File: src/rtl/irq_ctrl_if.sv
// Bus port bundle for irq_ctrl: read/write strobes, byte address, write data
// and the combinational read-data return.
interface irq_ctrl_if;
  logic        rd;
  logic        wr;
  logic [31:0] addr;
  logic [31:0] wdata;
  logic [31:0] rdata;

  modport master (output rd, output wr, output addr, output wdata, input rdata);
  modport slave  (input rd, input wr, input addr, input wdata, output rdata);
endinterface

File: src/rtl/irq_ctrl.sv
// Three-source prioritised interrupt controller with EN/PEND/ID/EOI registers.
// Define IRQ_CTRL_EDGE_EN for edge-triggered pending capture (default: level).
module irq_ctrl (
  input  logic         clk,
  input  logic         reset,
  input  logic [2:0]   src_irq,
  irq_ctrl_if.slave    bus,
  output logic         irq_out
);

  localparam logic [31:0] EN_ADDR   = 32'h4000_0030;
  localparam logic [31:0] PEND_ADDR = 32'h4000_0034;
  localparam logic [31:0] ID_ADDR   = 32'h4000_0038;
  localparam logic [31:0] EOI_ADDR  = 32'h4000_003C;

  typedef enum logic [1:0] {
    ST_IDLE,
    ST_ASSERT,
    ST_SERVICE
  } state_e;

  state_e     state_q, state_d;
  logic [2:0] en_q, en_d;
  logic [2:0] pend_q, pend_d;
  logic [1:0] isr_q, isr_d;
  logic       irq_out_q, irq_out_d;

  logic [2:0] active;
  logic [1:0] winner;
  logic [2:0] pend_set;
  logic [2:0] pend_clr;
  logic       id_rd;
  logic       eoi_wr;
  logic       id_valid;

`ifdef IRQ_CTRL_EDGE_EN
  logic [2:0] src_hist_q;

  always_ff @(posedge clk or posedge reset) begin
    if (reset) src_hist_q <= '0;
    else       src_hist_q <= src_irq;
  end

  assign pend_set = src_irq & ~src_hist_q;
`else
  assign pend_set = src_irq;
`endif

  always_comb begin
    active = pend_q & en_q;
    winner = 2'd0;
    if (active[0])      winner = 2'd0;
    else if (active[1]) winner = 2'd1;
    else if (active[2]) winner = 2'd2;
  end

  // ID is only meaningful while asserting with a live winner; otherwise it reads 0.
  assign id_valid = (state_q == ST_ASSERT) && (active != 3'b000);
  assign id_rd    = bus.rd && (bus.addr == ID_ADDR);
  assign eoi_wr   = bus.wr && (bus.addr == EOI_ADDR);

  always_comb begin
    bus.rdata = '0;
    if (bus.rd) begin
      case (bus.addr)
        EN_ADDR:   bus.rdata = {29'b0, en_q};
        PEND_ADDR: bus.rdata = {29'b0, pend_q};
        ID_ADDR:   bus.rdata = id_valid ? {1'b1, 29'b0, winner} : '0;
        default:   bus.rdata = '0;
      endcase
    end
  end

  always_comb begin
    state_d  = state_q;
    en_d     = en_q;
    isr_d    = isr_q;
    pend_clr = '0;

    if (bus.wr && (bus.addr == EN_ADDR))   en_d = bus.wdata[2:0];
    if (bus.wr && (bus.addr == PEND_ADDR)) pend_clr = bus.wdata[2:0];

    case (state_q)
      ST_IDLE: begin
        if (active != 3'b000) state_d = ST_ASSERT;
      end
      ST_ASSERT: begin
        if (active == 3'b000) begin
          state_d = ST_IDLE;
        end else if (id_rd) begin
          state_d = ST_SERVICE;
          isr_d   = winner;
        end
      end
      ST_SERVICE: begin
        if (eoi_wr) begin
          state_d  = ST_IDLE;
          pend_clr = pend_clr | (3'b001 << isr_q);
        end
      end
      default: state_d = ST_IDLE;
    endcase

    // A new set in the same cycle as a clear wins.
    pend_d    = (pend_q & ~pend_clr) | pend_set;
    irq_out_d = (state_d == ST_ASSERT);
  end

  always_ff @(posedge clk or posedge reset) begin
    if (reset) begin
      state_q   <= ST_IDLE;
      en_q      <= '0;
      pend_q    <= '0;
      isr_q     <= '0;
      irq_out_q <= 1'b0;
    end else begin
      state_q   <= state_d;
      en_q      <= en_d;
      pend_q    <= pend_d;
      isr_q     <= isr_d;
      irq_out_q <= irq_out_d;
    end
  end

  assign irq_out = irq_out_q;

endmodule

File: src/flat_wrapper.sv
// flat-port wrapper written by rule: the top's interface ports become plain ports
module irq_ctrl_flat 
  (clk, reset, src_irq, irq_out, bus_rd, bus_wr, bus_addr, bus_wdata, bus_rdata);
  irq_ctrl_if bus_i ();
  input  logic clk;
  input  logic reset;
  input  logic [2:0] src_irq;
  output logic irq_out;
  input wire logic [$bits(bus_i.rd)-1:0] bus_rd;
  input wire logic [$bits(bus_i.wr)-1:0] bus_wr;
  input wire logic [$bits(bus_i.addr)-1:0] bus_addr;
  input wire logic [$bits(bus_i.wdata)-1:0] bus_wdata;
  output wire logic [$bits(bus_i.rdata)-1:0] bus_rdata;
  assign bus_i.rd = bus_rd;
  assign bus_i.wr = bus_wr;
  assign bus_i.addr = bus_addr;
  assign bus_i.wdata = bus_wdata;
  assign bus_rdata = bus_i.rdata;
  irq_ctrl u_core (.clk(clk), .reset(reset), .src_irq(src_irq), .bus(bus_i), .irq_out(irq_out));
endmodule
File: config.mk
export PLATFORM = sky130hd
export DESIGN_NAME = irq_ctrl_flat
export DESIGN_NICKNAME = d
export VERILOG_FILES = /design/src/rtl/irq_ctrl_if.sv /design/src/rtl/irq_ctrl.sv /design/src/flat_wrapper.sv
export SDC_FILE = /design/constraint.sdc
export NUM_CORES = 1
export LEC_CHECK = 0
export CAP_MARGIN = 20
export CORE_MARGIN = 2
export CORE_UTILIZATION = 30
export CTS_CLUSTER_DIAMETER = 40
export DETAILED_ROUTE_END_ITERATION = 8
export PLACE_DENSITY = 0.93
export SYNTH_ARGS = -nofsm -noshare
export SYNTH_HDL_FRONTEND = slang
export SYNTH_SLANG_ARGS = --single-unit
File: constraint.sdc
create_clock -name clk -period 2.1 [get_ports clk]
set_clock_uncertainty 0.15 [all_clocks]
set_input_delay 0.21 -clock clk [delete_from_list [all_inputs] [get_ports clk]]
set_output_delay 0.21 -clock clk [all_outputs]
set_load 0.03 [all_outputs]
# [Yosys cells after proc, flatten, opt, wreduce, memory -nomap -nowiden]
# Index checks and enable logic that the tools add are counted.
[op_classes] shifts=1 mux=14 bitwise=6 reduce_logical=9 n_eq_ne=7
[op_table] cell="$eq A32 B31 Y1 const B" count=4
[op_table] cell="$pmux W32 S3" count=1
[op_table] cell="$mux W32" count=2
[op_table] cell="$mux W2" count=7
[op_table] cell="$mux W3" count=3
[op_table] cell="$and A3 B3 Y3" count=2
[op_table] cell="$or A3 B3 Y3" count=2
[op_table] cell="$pmux W2 S3" count=1
[op_table] cell="$logic_and A1 B1 Y1" count=5
[op_table] cell="$eq A2 B1 Y1 const B" count=2
[op_table] cell="$logic_not A3 Y1" count=1
[op_table] cell="$not A3 Y3" count=1
[op_table] cell="$reduce_and A3 Y1" count=1
[op_table] cell="$reduce_bool A3 Y1" count=1
[op_table] cell="$shl A1 B2 Y3 const A" count=1
[op_table] cell="$eq A2 B2 Y1 const B" count=1
[op_table] cell="$logic_not A2 Y1" count=1
[op_table] cell="$not A1 Y1" count=1
[word_totals] register_bits=11 in_bits=71 word_cells=42 output_inout_bits=33

# [Depth between registers and ports, before layout]
[logic_depth] word_depth=9 ltp_mapped=5 ltp_nobuf=4

# [Worst setup path before layout]
# Ideal clock, no wire load.
[synth_path] path_type="input to output" startpoint="in bus_addr[6]" endpoint="out bus_rdata[2]" path_slack_ns=-0.203 arrival_ns=1.943 cell_stages=4 path_buffers=0 t_required_ns=1.740 cell_sequence="nor4_2 -> nand4_4 -> nor2_1 -> nor4b_1"
[synth_between] elab_chain_cells=3 word_cells_on_any_way=5 cone_classes="eq/ne (3); mux (2)"
[synth_rtl] element="start, declared" line_no="flat_wrapper.sv:11" text="input wire logic [$bits(bus_i.addr)-1:0] bus_addr;"
[synth_rtl] element="$eq A32 B31 Y1" line_no="irq_ctrl.sv:65" text="case (bus.addr)"
[synth_rtl] element="$pmux W32 S3 (*)" line_no="irq_ctrl.sv:65"
[synth_rtl] element="$mux W32 (*)" line_no="irq_ctrl.sv:64" text="if (bus.rd) begin"
[synth_rtl] element="end, declared" line_no="flat_wrapper.sv:13" text="output wire logic [$bits(bus_i.rdata)-1:0] bus_rdata;"
# Mark *: on every way between the ends. The rest lies on a longest branch, timed or not.

# [Final worst setup path]
[layout_path] startpoint="in bus_addr[9]" endpoint="out bus_rdata[2]"
# The elaborated chain is that of the path after synthesis.

==> results.sh <==
export IMPL_power_leakage_uw=0.000769
export IMPL_ff2ff_path_depth=6
export IMPL_cts_root_buf="clkbuf_4"
export IMPL_yosysTopAreaCell="dfrtp_1"
export IMPL_cts_sinks=11
export IMPL_start_util_pct=31.2
export IMPL_mostFrequentLayoutCells="28 x conb_1, 28 x clkdlybuf4s50_1, 14 x dlymetal6s2s_1, 11 x buf_4, 11 x dfrtp_1"
export IMPL_place_area_sq_um=1490
export IMPL_grt_total_usage_pct=11.3
export IMPL_setup_violations=0
export IMPL_r2r_start="u_core.en_q[0]"
export IMPL_io_pins=104
export IMPL_vias=890
export IMPL_post_dp_hpwl_um=1930
export IMPL_drc=0
export IMPL_cp_start_kind="input port"
export IMPL_cap_violations=0
export IMPL_fin_area_sq_um=1610
export IMPL_firstDrtPassIters=4
export IMPL_synth_area_leaders="dfrtp_1 26%, buf_4 20%, nor4_4 6.1%"
export IMPL_rsz0062_at_grt="false"
export IMPL_hold_ws_ps=80.8
export IMPL_cts_tree="yes"
export IMPL_vdd_drop_max_mv=0.367
export IMPL_drt_wl_total_um=2320
export IMPL_crit_chain="clkdlybuf4s50_1, nor4_4, nand4_4, nor2_4, nor4b_4, buf_6"
export IMPL_grt_ovfl_total=0
export IMPL_netlist_cell_type_count=33
export IMPL_grt_max_degree=12
export IMPL_area_delta_synth_final_pct=52.9
export IMPL_drive_gt1_share_pct=19.5
export IMPL_min_path_type="input port to async pin"
export IMPL_multi_input_area_sq_um=679
export IMPL_cp_startpoint="bus_addr[9]"
export IMPL_utilization_pct=47.8
export IMPL_slowest_delay_ps=440
export IMPL_numCtsBuffers=3
export IMPL_gp_congestion=0.806
export IMPL_ys_ff_latch=11
export IMPL_cts_buffer_depth=2
export IMPL_synth_seq_area_share_pct=26.2
export IMPL_num_rows=21
export IMPL_synth_area_sq_um=1050
export IMPL_min_period_ps=1990
export IMPL_route_detailed_wl_per_inst_um=11.3
export IMPL_die_w_um=63.2
export IMPL_synth_top_area_share_pct=26.2
export IMPL_worstSetupEndpoint="bus_rdata[2]"
export IMPL_finalCritPeriodShare_pct=94.8
export IMPL_grt_pass1_wl_um=3680
export IMPL_fin_ws_ps=110
export IMPL_netlist_instances=104
export IMPL_num_nets_final=231
export IMPL_die_area_sq_um=3990
export IMPL_clk_latency_ps=260
export IMPL_yosys_warnings=0
export IMPL_first_global_vias=832
export IMPL_avgSynthCellArea_sq_um=10.1
export IMPL_cp_max_fo=3
export IMPL_crit_path_top_delay_cell="clkdlybuf4s50_1"
export IMPL_reg2reg_to="u_core.state_q[1]"
export IMPL_max_clock_freq_mhz=502
export IMPL_fill_cells=337
export IMPL_tns_ps=0
export IMPL_rrSetupSlack_ps=430
export IMPL_die_h_um=63.2
export IMPL_n_antenna_cell=0
export IMPL_powerDensity_nw_per_um2=337
export IMPL_cts_htree_levels=1
export IMPL_antenna_found_initial=0
export IMPL_io_buffers=46
export IMPL_critical_path_class="input port to output port"
export IMPL_dp_slack_ps=-84.3
export IMPL_outcome="finished clean"
export IMPL_antenna_left=0
export IMPL_drtIter0Drc=21
export IMPL_register_area_sq_um=275
export IMPL_critPathCaptureType="output port"
export IMPL_cp_data_required_time_ps=1740
export IMPL_timing_final_max_slew_violations=0
export IMPL_path_clk_slew_ps=60
export IMPL_coreArea_sq_um=3360
export IMPL_routed_via_density=4.34
export IMPL_finalHoldViolCount=0
export IMPL_arrival_ps=1630
[sequential cells by signal, summed over array words and instances (netlist names)]
name	count
u_core.isr_q	2
u_core.en_q	3
u_core.pend_q	3
u_core.irq_out	1
u_core.state_q	2
[final cells by class]
cell class              instances  share of cell area [%]
clock buffers                   4                    1.64
inverters                       5                    1.17
multi-input cells              85                    42.3
flip-flops and latches         11                    17.1
well taps                      46                    3.58
repair buffers                 54                    34.2
[cell families (layout without fill, tap and decap cells)]
logic type / after synthesis / count (layout) / share of synthesized area, %
simple gates: 39 / 39 / 34.6
other cells: 1 / 28 / 0.357
flops: 11 / 11 / 26.2
compound gates: 10 / 10 / 8.21
mux: 8 / 8 / 7.98
buf+inv: 35 / 63 / 22.6
[synth_stat cells (all sizes together)]
master   instances
a222oi           1
and4             2
and4bb           1
buf             29
clkbuf           1
conb             1
dfrtp           11
inv              5
mux2             3
mux2i            5
nand2            6
nand2b           4
nand3            2
nand3b           1
nand4            3
nand4b           2
nand4bb          1
nor2             4
nor3             4
nor4             6
nor4b            3
o21bai           1
o22ai            2
o31ai            2
o32a             1
o41a             2
o41ai            1
[per-stage QoR]
stage	total power [uW]	std cells
floorplan	353	131
finish	541	205
global placement	404	198
global route	575	205
CTS	553	204
detailed placement	406	198
[worst min-delay path by stage]
stage                            from               end  slack [ps]  cells after the start
finish                          reset   u_core.isr_q[1]          80                      2
global route                    reset  u_core.pend_q[1]         120                      2
CTS                             reset  u_core.pend_q[0]          90                      2
detailed placement  u_core.state_q[1]    u_core.irq_out         330                      1
global placement    u_core.state_q[1]    u_core.irq_out         330                      1
floorplan                       reset    u_core.en_q[0]         -90                      1
[power breakdown]
part	total [uW]	leakage, uW	switching [uW]	internal [uW]
registers	212	0.000128	0.00000116	212
logic	192	0.000626	111	81.1
clock network	137	0.0000150	63.2	73.3
total	541	0.000769	174	366
[worst max-delay path: cells and delay by family]
family	cells	cell delay (ps)
buffers and inverters	2	610
and+or+nand+nor	4	810
[per-layer routing]
metal / global-route usage (%) / part of all wire, %
met5: 0 / 0
met4: 0 / 0
met3: 3.21 / 5.3
met2: 20.7 / 56
met1: 13.9 / 39
[what timing repair did]
| action | CTS | global route |
|---|---|---|
| resized for setup | 5 | 15 |
| buffers inserted | 2 | 1 |
| setup endpoints to repair | 1 | 4 |
| hold buffers | 0 | 0 |
| pin swaps | 5 | 10 |
(Power assumes the default switching activity.)
